### config.mk
export PLATFORM = sky130hd
export DESIGN_NAME = posit_encode
export DESIGN_NICKNAME = d
export VERILOG_FILES = /design/src/rtl/posit_encode.sv
export SDC_FILE = /design/constraint.sdc
export NUM_CORES = 1
export LEC_CHECK = 0
export ABC_AREA = 1
export CAP_MARGIN = 20
export CORE_MARGIN = 2
export CORE_UTILIZATION = 28
export DETAILED_ROUTE_END_ITERATION = 8
export PLACE_DENSITY = 0.44
export RECOVER_POWER = 50
export SLEW_MARGIN = 20
export SYNTH_ARGS = -nofsm -noshare
export SYNTH_HDL_FRONTEND = slang
export SYNTH_SLANG_ARGS = --single-unit
### constraint.sdc
create_clock -name clk -period 1.91 [get_ports clk]
set_input_delay 0.4775 -clock clk [delete_from_list [all_inputs] [get_ports clk]]
set_output_delay 0.4775 -clock clk [all_outputs]
set_load 0.01 [all_outputs]
### src/rtl/posit_encode.sv
// posit_encode: multi-cycle posit packer.
//
// Turns an unpacked value (sign, signed power-of-two scale, fraction below the
// hidden 1, sticky) into an N-bit posit. The regime is built serially, one bit
// per cycle, by shifting into the top of a 2N-bit register. The register is
// preloaded with {exponent, fraction}. Rounding is round-to-nearest-even. The
// result never rounds to zero and never rounds to NaR. Scales outside the
// regime range saturate to maxpos or minpos. Start/done handshake and the
// NAR/ZERO flags match posit_mul.
//
// Ports
//   clk, rst_n        rising-edge clock, asynchronous active-low reset
//   start             1-cycle request, sampled only when idle
//   sign_in           result sign
//   scale_in          signed scale = k*2^ES + e
//   frac_in           fraction bits below the hidden 1, MSB weight 2^-1
//   sticky_in         OR of discarded bits below frac_in
//   nar_in, zero_in   force NaR / zero (NaR wins)
//   busy              high from accepted start until done
//   done              1-cycle pulse, result valid from this cycle
//   posit_result      encoded posit, held until the next result
//   NAR, ZERO         result flags, held with posit_result
module posit_encode #(
  parameter int N       = 32,
  parameter int ES      = 3,
  parameter int FRAC_W  = 32,
  parameter int SCALE_W = 10
) (
  input  logic               clk,
  input  logic               rst_n,
  input  logic               start,
  input  logic               sign_in,
  input  logic [SCALE_W-1:0] scale_in,
  input  logic [FRAC_W-1:0]  frac_in,
  input  logic               sticky_in,
  input  logic               nar_in,
  input  logic               zero_in,
  output logic               busy,
  output logic               done,
  output logic [N-1:0]       posit_result,
  output logic               NAR,
  output logic               ZERO
);

  localparam int W  = 2*N;
  localparam int CW = $clog2(N+1);

  // Regime run length k outside [-(N-2), N-3] cannot fit; saturate.
  localparam logic signed [SCALE_W-1:0] K_HI = SCALE_W'(N-2);
  localparam logic signed [SCALE_W-1:0] K_LO = SCALE_W'(-(N-1));
  localparam logic [N-1:0]              NAR_PAT = {1'b1, {(N-1){1'b0}}};

  typedef enum logic [2:0] {S_IDLE, S_LOAD, S_SHIFT, S_ROUND, S_DONE} state_e;

  typedef struct packed {
    logic               sign;
    logic [SCALE_W-1:0] scale;
    logic [FRAC_W-1:0]  frac;
    logic               sticky;
    logic               nar;
    logic               zero;
  } req_t;

  state_e           state_q, state_d;
  req_t             req_q, req_d;
  logic [W-1:0]     sh_q, sh_d;
  logic             sticky_q, sticky_d;
  logic [CW-1:0]    cnt_q, cnt_d;
  logic [CW-1:0]    len_q, len_d;
  logic             run_q, run_d;      // value of the regime run bits
  logic [N-2:0]     mag_q, mag_d;      // magnitude below the sign bit
  logic             nar_q, nar_d;
  logic             zero_q, zero_d;
  logic [N-1:0]     res_q, res_d;
  logic             nar_out_q, nar_out_d;
  logic             zero_out_q, zero_out_d;
  logic             done_q, done_d;

  // ---------------- LOAD decode ----------------
  logic signed [SCALE_W-1:0] k_s;
  logic                      k_neg;
  logic [CW-1:0]             k_lo;
  logic [CW-1:0]             len_w;
  logic [ES-1:0]             e_w;

  assign k_s   = $signed(req_q.scale) >>> ES;
  assign k_neg = k_s[SCALE_W-1];
  assign k_lo  = k_s[CW-1:0];
  // L = k+2 for k >= 0, -k+1 for k < 0; only used inside the legal range,
  // so modulo-2^CW arithmetic is exact.
  assign len_w = k_neg ? (CW'(1) - k_lo) : (k_lo + CW'(2));
  assign e_w   = req_q.scale[ES-1:0];

  // ---------------- SHIFT ----------------
  // The regime is shifted in last-bit-first: the terminating bit goes in
  // first, then the run, so the first regime bit ends up at the MSB.
  logic reg_bit;
  assign reg_bit = (cnt_q == '0) ? ~run_q : run_q;

  // ---------------- ROUND ----------------
  logic [N-2:0] m_w;
  logic         guard_w;
  logic         rest_w;
  logic         inc_w;
  logic [N-1:0] m_sum;
  logic [N-2:0] m_sat;
  logic [N-2:0] m_rnd;

  assign m_w     = sh_q[W-1 -: N-1];
  assign guard_w = sh_q[W-N];
  assign rest_w  = (|sh_q[W-N-1:0]) | sticky_q;
  assign inc_w   = guard_w & (rest_w | m_w[0]);
  assign m_sum   = {1'b0, m_w} + {{(N-1){1'b0}}, inc_w};
  // A carry out of the magnitude would land on NaR: hold at maxpos instead.
  assign m_sat   = m_sum[N-1] ? {(N-1){1'b1}} : m_sum[N-2:0];
  assign m_rnd   = (m_sat == '0) ? {{(N-2){1'b0}}, 1'b1} : m_sat;

  // ---------------- final pack ----------------
  logic [N-1:0] signed_res;
  assign signed_res = req_q.sign ? (~{1'b0, mag_q} + N'(1)) : {1'b0, mag_q};

  // A start that lands on the done cycle is not taken; the earliest accepted
  // start is the cycle after done.
  logic accept;
  assign accept = start & (state_q == S_IDLE) & ~done_q;

  always_comb begin
    state_d    = state_q;
    req_d      = req_q;
    sh_d       = sh_q;
    sticky_d   = sticky_q;
    cnt_d      = cnt_q;
    len_d      = len_q;
    run_d      = run_q;
    mag_d      = mag_q;
    nar_d      = nar_q;
    zero_d     = zero_q;
    res_d      = res_q;
    nar_out_d  = nar_out_q;
    zero_out_d = zero_out_q;
    done_d     = 1'b0;

    unique case (state_q)
      S_IDLE: begin
        if (accept) begin
          req_d   = '{sign:   sign_in,   scale: scale_in, frac: frac_in,
                      sticky: sticky_in, nar:   nar_in,   zero: zero_in};
          nar_d   = 1'b0;
          zero_d  = 1'b0;
          state_d = S_LOAD;
        end
      end

      S_LOAD: begin
        state_d = S_DONE;
        if (req_q.nar) begin
          nar_d = 1'b1;
        end else if (req_q.zero) begin
          zero_d = 1'b1;
        end else if (k_s >= K_HI) begin
          mag_d = {(N-1){1'b1}};
        end else if (k_s <= K_LO) begin
          mag_d = {{(N-2){1'b0}}, 1'b1};
        end else begin
          sh_d     = {e_w, req_q.frac, {(W-ES-FRAC_W){1'b0}}};
          sticky_d = req_q.sticky;
          cnt_d    = '0;
          len_d    = len_w;
          run_d    = ~k_neg;
          state_d  = S_SHIFT;
        end
      end

      S_SHIFT: begin
        sh_d     = {reg_bit, sh_q[W-1:1]};
        sticky_d = sticky_q | sh_q[0];
        cnt_d    = cnt_q + CW'(1);
        if (cnt_q == len_q - CW'(1)) state_d = S_ROUND;
      end

      S_ROUND: begin
        mag_d   = m_rnd;
        state_d = S_DONE;
      end

      S_DONE: begin
        res_d      = nar_q ? NAR_PAT : (zero_q ? '0 : signed_res);
        nar_out_d  = nar_q;
        zero_out_d = zero_q;
        done_d     = 1'b1;
        state_d    = S_IDLE;
      end

      default: state_d = S_IDLE;
    endcase
  end

  always_ff @(posedge clk or negedge rst_n) begin
    if (!rst_n) begin
      state_q    <= S_IDLE;
      req_q      <= '0;
      sh_q       <= '0;
      sticky_q   <= 1'b0;
      cnt_q      <= '0;
      len_q      <= '0;
      run_q      <= 1'b0;
      mag_q      <= '0;
      nar_q      <= 1'b0;
      zero_q     <= 1'b0;
      res_q      <= '0;
      nar_out_q  <= 1'b0;
      zero_out_q <= 1'b0;
      done_q     <= 1'b0;
    end else begin
      state_q    <= state_d;
      req_q      <= req_d;
      sh_q       <= sh_d;
      sticky_q   <= sticky_d;
      cnt_q      <= cnt_d;
      len_q      <= len_d;
      run_q      <= run_d;
      mag_q      <= mag_d;
      nar_q      <= nar_d;
      zero_q     <= zero_d;
      res_q      <= res_d;
      nar_out_q  <= nar_out_d;
      zero_out_q <= zero_out_d;
      done_q     <= done_d;
    end
  end

  assign busy         = (state_q != S_IDLE);
  assign done         = done_q;
  assign posit_result = res_q;
  assign NAR          = nar_out_q;
  assign ZERO         = zero_out_q;

endmodule
==> results.py <==
metrics = {
    "setup_path": {
        "arrival_ps": 2390,
        "end_kind": "register",
        "r2r_start": "sh_q[32]",
        "crit_type": "reg2reg",
        "start_kind": "register",
        "cp.required_ps": 2280,
        "r2r_setup_slack_ps": -110,
        "r2r_end": "mag_q[30]",
        "crit_start": "sh_q[32]",
        "rr_worst_depth": 15,
        "worstSetupEndpoint": "mag_q[30]",
        "crit_path_max_fanout": 6,
    },
    "place": {
        "port_buffers": 84,
        "hpwl_mm": 21.1,
        "pre_cts_slack_ps": -149,
        "dp_cells": 1887,
        "place_congestion": 0.875,
    },
    "layout": {
        "final_nets": 1548,
        "post-route-util_pct": 39.5,
        "syn_to_final_growth_pct": 39.0,
        "drive_above_1_share_pct": 22.8,
        "diodes": 0,
        "fin_cells": 1964,
    },
    "timing": {
        "setup_tns_ps": -550,
        "min_period_ps": 2020,
        "worst_slew_pin_slew_ps": 989,
        "maxSlewHeadroom_pct": 34.1,
        "rsz0062_at_grt": "true",
        "max_freq_mhz": 495,
        "fin_ws_ps": -110,
        "period_share_pct": 106,
        "finalHoldViolCount": 0,
        "drv_slew": 0,
        "setup_viol": 15,
        "skew_ps": 16.6,
    },
    "synth": {
        "yosysWarningCount": 0,
        "syn_area_per_cell_um2": 7.81,
        "synth-edff-count": 0,
        "yosysUniqueCellTypes": 46,
        "seq_area_frac_synth_pct": 48.1,
        "syn-num-nets": 1356,
        "netlist_top_cells_count": "nand2_1, dfrtp_1, inv_1, nor2_1, o21ai_0",
        "yosysTopAreaCell": "dfrtp_1",
        "synth_top_cell_area_share_pct": 48.1,
        "synth-seq-cells": 195,
        "async_reset_ff_share_pct": 100,
        "netlist_area_um2": 10100,
        "synth_flop_cell": "dfrtp_1",
        "synthCells": 1299,
        "ys_top_cells_by_area": "dfrtp_1, nand2_1, inv_1",
        "yosysMostFrequentCell": "nand2_1",
    },
    "cts": {
        "clkTransAtPathRegs_ps": 80,
        "cts.sinks": 195,
        "worstSkewPairLatency_ps": 450,
        "cts_buffer_depth": 2,
        "cts_made_buffers": 17,
        "cts-root-buf": "clkbuf_16",
        "htreeDepth": 4,
        "cts_tree": "done",
    },
    "floorplan": {
        "fp.dieH_um": 194,
        "io_pins": 85,
        "die_area_um2": 37800,
        "core-area_um2": 35700,
        "fp.dieW_um": 194,
        "start_util_pct": 28.4,
        "rows": 69,
    },
    "detailed_routing": {
        "drt-pass1-iter-count": 7,
        "wl_per_cell_um": 15.2,
        "drc_errors": 3,
        "routed_via_density": 4.59,
        "via_count": 9020,
        "ant_nets": 0,
        "drt_iter0_markers": 475,
        "drt-total-wl_mm": 29.9,
    },
    "global_routing": {
        "gr-total-overflow": 0,
        "grt_use_total_pct": 15.6,
        "antenna_found_initial": 0,
        "grt_max_degree": 72,
        "grt_pass1_vias": 8871,
        "grt_pass1_wl_mm": 47.1,
    },
    "power_and_ir_drop": {
        "p_total_mw": 23.1,
        "ir_drop_uv": 775,
        "pwr_density_cell_nw_per_um2": 1640,
        "power.leakage_nw": 6.50,
    },
    "run_status": {
        "violations": "design-rule violations, negative setup slack",
        "status": "finished, violations left",
    },
    "run": {
        "cap_violations": 0,
    },
    "min_path": {
        "hold_path.class": "in2async",
    },
}
[timing repair]
| action | 4_1_cts | 5_1_grt |
|---|---|---|
| pin swaps | 18 | 33 |
| buffers inserted | 12 | 21 |
| hold buffers | 1 | 0 |
| cloned | 2 | 11 |
| gates resized for setup | 49 | 171 |
| setup endpoints to repair | 104 | 137 |
| endpoints found under the hold margin | 14 | 0 |
[critical path: stages (launching register included)]
cell	delay [ps]
dfrtp_1	400
nand2_4	100
inv_4	60
ha_4	140
nand3_4	100
inv_4	90
nand2_4	60
nor2_4	180
buf_4	140
buf_6	80
nand3_1	100
nand3_2	90
buf_4	110
buf_4	90
nand2_1	50
a22oi_2	140
[worst min path at each step]
stage,cells after the start,endpoint,start,slack [ps]
floorplan,0,NAR,rst_n,180
global placement,1,mag_q[2],rst_n,370
detailed placement,1,mag_q[2],rst_n,370
CTS,2,sh_q[38],rst_n,430
global route,2,req_q[12],rst_n,430
finish,2,sh_q[39],rst_n,430
[area by class of cell]
type                            instances  area [um2]
Clock inverter                         13         165
Fill cell                            3729       21600
Timing Repair Buffer                  226        2370
Clock buffer                           18         439
Inverter                              148         561
Multi-Input combinational cell        903        5110
Sequential cell                       195        4880
Tap cell                              461         577
[metal layers]
| layer | track usage (%) | part of all wire [%] | vias to the layer above |
|---|---|---|---|
| met2 | 24.2 | 46 | 137 |
| met5 | 0 | 0 | - |
| met3 | 2.57 | 2.7 | 28 |
| met4 | 4.67 | 1.5 | 0 |
| met1 | 22.2 | 50 | 4229 |
| li1 | - | - | 4626 |
[placed cells by master, fill, tap and decap left out, drive strengths merged, types with 2 or more instances in the layout]
cell	count
clkbuf	30
a21oi	23
buf	131
dlymetal6s2s	3
o211ai	36
inv	154
xor2	15
clkdlybuf4s50	77
and2	2
ha	8
nand2	409
o31ai	2
or2	2
nand4	13
nor4	4
dlygate4sd2	2
o21ai	117
clkinv	4
bufinv	2
o22ai	33
nor3	21
a22oi	27
nand3	63
nor2	114
dfrtp	195
xnor2	5
[report_power, final]
| part | switching (mW) | internal, mW | total, mW | leakage (nW) |
|---|---|---|---|---|
| sequential | 1.32 | 5.84 | 7.16 | 2.48 |
| combinational | 6.52 | 5.70 | 12.2 | 3.72 |
| clock | 1.75 | 2.01 | 3.77 | 0.295 |
[cell families after synthesis]
group	share of synthesized area, %
AO/OA/AOI/OAI	14.4
XOR/XNOR	1.73
adder cells (fa/ha/maj)	0.987
buffers and inverters	7.87
flip-flops	48.1
AND/OR/NAND/NOR	26.9
[per-stage QoR]
step | hold slack, ps | cell area [um2]
after floorplan | 182 | 10100
after global placement | 367 | 12200
after detailed placement | 365 | 12200
after CTS | 434 | 13200
after global routing | 433 | 14100
final | 433 | 14100
[flip-flops by register name, summed over array words and instances, names as in the netlist]
register and count:
NAR 1, req_q 36, nar_q 1, len_q 6, sticky_q 1, ZERO 1
cnt_q 6, done 1, state_q 3, zero_q 1, posit_result 32, e_w 3
mag_q 31, k_neg 1, run_q 1, sh_q 64, k_lo 6
(Power assumes the default switching activity.)
